`src/rtl/vliw_pkg.sv`:
```
// rtl/vliw_pkg.sv - shared types, constants and helpers for the VLIW scoreboard
// Contents: FSEL_RF (select code for "read the register file"), RD_MAX_W
// (register-number width held in a tracker entry), trk_entry_t (one in-flight
// producer) and fwd_code() (stage/lane to forward-select code).
package vliw_pkg;

   localparam int unsigned FSEL_RF  = 0;
   localparam int          RD_MAX_W = 8;

   typedef struct packed {
      logic                valid;
      logic                load;
      logic [RD_MAX_W-1:0] rd;
   } trk_entry_t;

   // Stage is 1-based (1 = EX), lane is 0-based.
   function automatic int fwd_code(input int stage, input int lane, input int lanes);
      return 1 + (stage - 1) * lanes + lane;
   endfunction

endpackage

```
`src/rtl/sb_match.sv`:
```
// rtl/sb_match.sv - priority search of one source register over the producer tracker
// Ports:
//   trk_i   in  DEPTH*LANES tracker entries, index (stage-1)*LANES + lane
//   reg_i   in  source register number
//   hit_o   out a valid producer of reg_i is in flight
//   stage_o out stage of the youngest producer (1 = EX)
//   lane_o  out lane of that producer
//   load_o  out that producer is a load
module sb_match
   import vliw_pkg::*;
#(
   parameter int LANES = 2,
   parameter int DEPTH = 3,
   parameter int RW    = 3,
   parameter int STW   = $clog2(DEPTH + 1),
   parameter int LW    = (LANES > 1) ? $clog2(LANES) : 1
) (
   input  trk_entry_t     trk_i [DEPTH*LANES],
   input  logic [RW-1:0]  reg_i,
   output logic           hit_o,
   output logic [STW-1:0] stage_o,
   output logic [LW-1:0]  lane_o,
   output logic           load_o
);

   always_comb begin
      hit_o   = 1'b0;
      stage_o = '0;
      lane_o  = '0;
      load_o  = 1'b0;
      // Oldest stage first so younger matches overwrite; ascending lanes so
      // the highest lane of the winning stage is the one left standing.
      for (int s = DEPTH - 1; s >= 0; s--) begin
         for (int l = 0; l < LANES; l++) begin
            if (trk_i[s*LANES+l].valid && (trk_i[s*LANES+l].rd == RD_MAX_W'(reg_i))) begin
               hit_o   = 1'b1;
               stage_o = STW'(s + 1);
               lane_o  = LW'(l);
               load_o  = trk_i[s*LANES+l].load;
            end
         end
      end
   end

endmodule

```
`src/rtl/vliw_scoreboard.sv`:
```
// rtl/vliw_scoreboard.sv - hazard and forwarding controller for the multi-lane VLIW pipeline
// Config macro: SCOREBOARD_FWD_EN (defined: forward, stall on load-use only;
// undefined: no forwarding, stall on any in-flight RAW, fwd_sel tied to 0).
// Ports:
//   clk, reset (sync, active-low)
//   issue_valid/issue_we/issue_load/issue_rd  issuing bundle, per lane
//   src_valid/src_reg                         two sources per lane (lane l: 2l, 2l+1)
//   flush       kill the issuing bundle and the EX entry
//   stall       hold PC and IF/ID, bubble into EX
//   fwd_sel     per-source select, 0 = register file, else 1+(stage-1)*LANES+lane
//   waw_err     sticky intra-bundle same-rd write
//   stall_cnt   saturating stall-cycle count
module vliw_scoreboard
   import vliw_pkg::*;
#(
   parameter int LANES = 2,
   parameter int NREGS = 8,
   parameter int DEPTH = 3,
   localparam int RW  = $clog2(NREGS),
   localparam int SW  = $clog2(DEPTH*LANES + 1),
   localparam int STW = $clog2(DEPTH + 1),
   localparam int LW  = (LANES > 1) ? $clog2(LANES) : 1
) (
   input  logic                   clk,
   input  logic                   reset,
   input  logic [LANES-1:0]       issue_valid,
   input  logic [LANES-1:0]       issue_we,
   input  logic [LANES-1:0]       issue_load,
   input  logic [LANES*RW-1:0]    issue_rd,
   input  logic [2*LANES-1:0]     src_valid,
   input  logic [2*LANES*RW-1:0]  src_reg,
   input  logic                   flush,
   output logic                   stall,
   output logic [2*LANES*SW-1:0]  fwd_sel,
   output logic                   waw_err,
   output logic [15:0]            stall_cnt
);

   trk_entry_t trk_q [DEPTH*LANES];
   trk_entry_t trk_d [DEPTH*LANES];
   logic       waw_q, waw_d;
   logic [15:0] cnt_q, cnt_d;

   logic [2*LANES-1:0]          m_hit;
   logic [2*LANES-1:0][STW-1:0] m_stage;
   logic [2*LANES-1:0][LW-1:0]  m_lane;
   logic [2*LANES-1:0]          m_load;

   logic stall_raw;
   logic enter;
   logic waw_hit;

   for (genvar i = 0; i < 2*LANES; i++) begin : g_match
      sb_match #(
         .LANES (LANES),
         .DEPTH (DEPTH),
         .RW    (RW),
         .STW   (STW),
         .LW    (LW)
      ) u_match (
         .trk_i   (trk_q),
         .reg_i   (src_reg[i*RW +: RW]),
         .hit_o   (m_hit[i]),
         .stage_o (m_stage[i]),
         .lane_o  (m_lane[i]),
         .load_o  (m_load[i])
      );
   end

`ifdef SCOREBOARD_FWD_EN
   logic [2*LANES*SW-1:0] fwd_d;

   always_comb begin
      stall_raw = 1'b0;
      fwd_d     = {(2*LANES){SW'(FSEL_RF)}};
      for (int i = 0; i < 2*LANES; i++) begin
         if (src_valid[i] && m_hit[i]) begin
            // A load still in EX has no data yet: wait one cycle for MEM.
            if ((m_stage[i] == STW'(1)) && m_load[i]) begin
               if (issue_valid[i/2]) stall_raw = 1'b1;
            end else begin
               fwd_d[i*SW +: SW] = SW'(fwd_code(32'(m_stage[i]), 32'(m_lane[i]), LANES));
            end
         end
      end
   end

   assign fwd_sel = fwd_d;
`else
   logic unused_match;

   always_comb begin
      stall_raw = 1'b0;
      for (int i = 0; i < 2*LANES; i++) begin
         if (src_valid[i] && m_hit[i] && issue_valid[i/2]) stall_raw = 1'b1;
      end
   end

   assign fwd_sel      = '0;
   assign unused_match = ^{m_stage, m_lane, m_load};
`endif

   assign stall = stall_raw & ~flush;
   assign enter = ~flush & ~stall_raw;

   always_comb begin
      trk_d = trk_q;
      for (int s = DEPTH - 1; s >= 1; s--) begin
         for (int l = 0; l < LANES; l++) begin
            trk_d[s*LANES+l] = trk_q[(s-1)*LANES+l];
            if ((s == 1) && flush) trk_d[s*LANES+l].valid = 1'b0;
         end
      end
      for (int l = 0; l < LANES; l++) begin
         trk_d[l].valid = enter & issue_valid[l] & issue_we[l];
         trk_d[l].load  = issue_load[l];
         trk_d[l].rd    = RD_MAX_W'(issue_rd[l*RW +: RW]);
      end
   end

   always_comb begin
      waw_hit = 1'b0;
      for (int a = 0; a < LANES; a++) begin
         for (int b = a + 1; b < LANES; b++) begin
            if (issue_valid[a] && issue_we[a] && issue_valid[b] && issue_we[b] &&
                (issue_rd[a*RW +: RW] == issue_rd[b*RW +: RW])) waw_hit = 1'b1;
         end
      end
      waw_d = waw_q | (waw_hit & enter);
      cnt_d = (stall && (cnt_q != 16'hFFFF)) ? cnt_q + 16'd1 : cnt_q;
   end

   always_ff @(posedge clk) begin
      if (!reset) begin
         for (int i = 0; i < DEPTH*LANES; i++) trk_q[i] <= '0;
         waw_q <= 1'b0;
         cnt_q <= 16'd0;
      end else begin
         trk_q <= trk_d;
         waw_q <= waw_d;
         cnt_q <= cnt_d;
      end
   end

   assign waw_err   = waw_q;
   assign stall_cnt = cnt_q;

endmodule

```
`config.mk`:
```
export PLATFORM = sky130hd
export DESIGN_NAME = vliw_scoreboard
export DESIGN_NICKNAME = d
export VERILOG_FILES = /design/src/rtl/vliw_pkg.sv /design/src/rtl/sb_match.sv /design/src/rtl/vliw_scoreboard.sv
export SDC_FILE = /design/constraint.sdc
export NUM_CORES = 1
export LEC_CHECK = 0
export ABC_AREA = 1
export BUFFER_PORTS_ARGS = -buffer_cell sky130_fd_sc_hd__buf_2
export CORE_ASPECT_RATIO = 1.5
export CORE_MARGIN = 5
export CORE_UTILIZATION = 25
export DETAILED_ROUTE_END_ITERATION = 7
export SLEW_MARGIN = 20
export SYNTH_ARGS = -nofsm -noshare
export SYNTH_HDL_FRONTEND = slang
export SYNTH_SLANG_ARGS = --single-unit
```
`constraint.sdc`:
```
create_clock -name clk -period 2.3 [get_ports clk]
set_input_delay 0.23 -clock clk [delete_from_list [all_inputs] [get_ports clk]]
set_output_delay 0.23 -clock clk [all_outputs]
set_load 0.02 [all_outputs]
```
==> flow_metrics.env <==
export IMPL_cts_root_buffer="clkbuf_16"
export IMPL_fp_dieW_um=101.8
export IMPL_die_h_um=147.6
export IMPL_syn_inst=550
export IMPL_ys_warn_count=0
export IMPL_netlist_area_sq_mm=0.003157
export IMPL_numClockSinks=41
export IMPL_grt_pass1_wl_um=15620
export IMPL_critical_path_max_fanout=6
export IMPL_rsz0062_at_grt="no"
export IMPL_cts_hold_buffers=0
export IMPL_post_cts_setup_buffers=0
export IMPL_first_iter_violations=148
export IMPL_vias_per_cell=4.418
export IMPL_outcome="finished clean"
export IMPL_ir_drop_v=0.0003808
export IMPL_grt_max_degree=25
export IMPL_synth_cell_types=32
export IMPL_clockBufferDepth=2
export IMPL_synth_commonest_cells="nand2_1, nor2_1, inv_1, dfxtp_1, nand3_1"
export IMPL_power_leakage_uw=0.001872
export IMPL_worstPathRequired_ns=2.07
export IMPL_cp_arrival_ns=1.89
export IMPL_fp_dieArea_sq_mm=0.01502
export IMPL_yosysTopAreaCell="nand2_1"
export IMPL_yosysMostFrequentCell="nand2_1"
export IMPL_power_density_mw_per_mm2=488.9
export IMPL_drt_wl_total_um=9626
export IMPL_cts_buffers=5
export IMPL_synth_ff_type="dfxtp_1"
export IMPL_timing_hold_ws_ns=0.1422
export IMPL_maxCapViolations=0
export IMPL_min_period_over_period_pct=92.13
export IMPL_grt_usage_pct=13.14
export IMPL_synth_seq_cells=41
export IMPL_hold_viol=0
export IMPL_async_flop_share_pct=0
export IMPL_num_rows=50
export IMPL_worst_slack_ns=0.1810
export IMPL_hp_class="primary input to register"
export IMPL_synth_edf_count=0
export IMPL_cts_reportedPaths_clkPinSlew_ns=0.06
export IMPL_route_detailed_drc=0
export IMPL_vias=3362
export IMPL_final_area_sq_mm=0.003737
export IMPL_drive_gt1_share_pct=18.84
export IMPL_ant_nets=0
export IMPL_grt_ovfl_total=0
export IMPL_slew_violations=0
export IMPL_synthTopCellsByArea="nand2_1, dfxtp_1, nor2_1"
export IMPL_antenna_found_initial=0
export IMPL_clock_fmax_mhz=471.9
export IMPL_io_buffer_count=46
export IMPL_placed_cell_area_sq_mm=0.003560
export IMPL_start_kind="register"
export IMPL_period_needed_ns=2.119
export IMPL_dp_hpwl_um=7721
export IMPL_routedWlPerCell_um=12.65
export IMPL_htreeDepth=2
export IMPL_pre_cts_ws_ns=0.2988
export IMPL_fin_tns_setup_ns=0
export IMPL_drt_pass1_iterations=4
export IMPL_insertion_delay_ns=0.28
export IMPL_grt_pass1_vias=3271
export IMPL_core_sq_mm=0.01245
export IMPL_worstSetupEndpointType="primary output"
export IMPL_io_pins=61
export IMPL_cts_tree="yes"
export IMPL_fin_util_pct=30.02
export IMPL_area_growth_pct=18.39
export IMPL_critPathKind="register to primary output"
export IMPL_synth_top_area_share_pct=27.59
export IMPL_start_util_pct=25.36
export IMPL_fin_skew_ns=0.003150
export IMPL_diodes=0
export IMPL_nNetsFinal=636
export IMPL_setup_viol=0
export IMPL_syn_area_per_cell_sq_um=5.740
export IMPL_gp_congestion=0.9175
export IMPL_yosysSeqAreaShare_pct=26.00
==> metal layers <==
layer	share of wire, %	up-vias	global-route usage (%)
li1	-	1774	-
met1	41	1449	14.95
met2	50	107	23.00
met3	4.7	32	1.983
met4	4.9	0	7.186
met5	0	-	0
==> cell usage in the layout, fill, tap and decap left out, drive strengths merged, types with 2 or more instances in the layout <==
| cell type | netlist | final |
|---|---|---|
| nor2 | 64 | 64 |
| dfxtp | 41 | 41 |
| clkbuf | 6 | 6 |
| nor3 | 6 | 6 |
| xnor2 | 6 | 6 |
| a21oi | 28 | 28 |
| o211ai | 2 | 2 |
| conb | 1 | 12 |
| nand3 | 31 | 31 |
| buf | 16 | 58 |
| inv | 70 | 70 |
| nand4 | 17 | 17 |
| nand2 | 245 | 245 |
| xor2 | 10 | 10 |
==> what timing repair did <==
action | 4_1_cts | 5_1_grt
gates resized for setup | 0 | 1
endpoints found under the setup margin | 0 | 2
hold endpoints to repair | 0 | 0
==> final timing paths <==
kind	from	endpoint	slack, ns	depth (start not counted)
worst max-delay path	trk_d[32]$_SDFF_PN0_	stall	0.18	12
worst min-delay path	issue_rd[1]	trk_d[31]$_SDFF_PN0_	0.14	3
worst max register to register	trk_d[32]$_SDFF_PN0_	stall_cnt[0]$_SDFFE_PN0P_	0.36	15
worst min register to register	trk_d[19]$_SDFF_PP0_	trk_q[19]$_SDFF_PN0_	0.45	2
==> layout make-up <==
class                           count  area [sq um]
Fill cell                        1416          8712
Multi-Input combinational cell    427          1957
Sequential cell                    41         822.0
Timing Repair Buffer               58         320.3
Inverter                           71         266.5
Tap cell                          156         195.2
Clock buffer                        6         138.9
Clock inverter                      2         37.54
==> stage by stage <==
step                      total power [uW]  std cells
final                                 1827        761
after global routing                  1935        761
after CTS                             1860        761
after detailed placement              1025        753
after global placement                1025        753
after floorplan                      934.9        561
==> kinds of logic after synthesis <==
logic type / synth area share (%)
and+or+nand+nor: 49.43
buffers and inverters: 13.32
AOI/OAI and AO/OA: 6.302
xor gates and xnor gates: 4.439
other: 0.1188
adders and majority gates: 0.3963
DFF: 26.00
==> worst max-delay path, stage by stage, from the launching register on <==
cell,delay [ns]
dfxtp_1,0.37
inv_1,0.14
nand2_1,0.06
nand2_1,0.09
nand2_1,0.09
nor2_1,0.09
nor2_1,0.05
nand3_1,0.08
nand2_1,0.07
nand2_1,0.10
nand2_2,0.08
a21oi_1,0.19
buf_2,0.19
==> sequential cells by signal, indices dropped and copies added, names as in the netlist <==
register / count
trk_q: 10
trk_d: 14
stall_cnt: 16
waw_err: 1
==> power by group <==
| group | total, uW | internal (uW) | switching, uW |
|---|---|---|---|
| combinational | 263 | 82.4 | 181 |
| sequential | 746 | 726 | 21.0 |
| clock | 817 | 541 | 276 |
No activity file was read; power rests on OpenSTA's default activity.
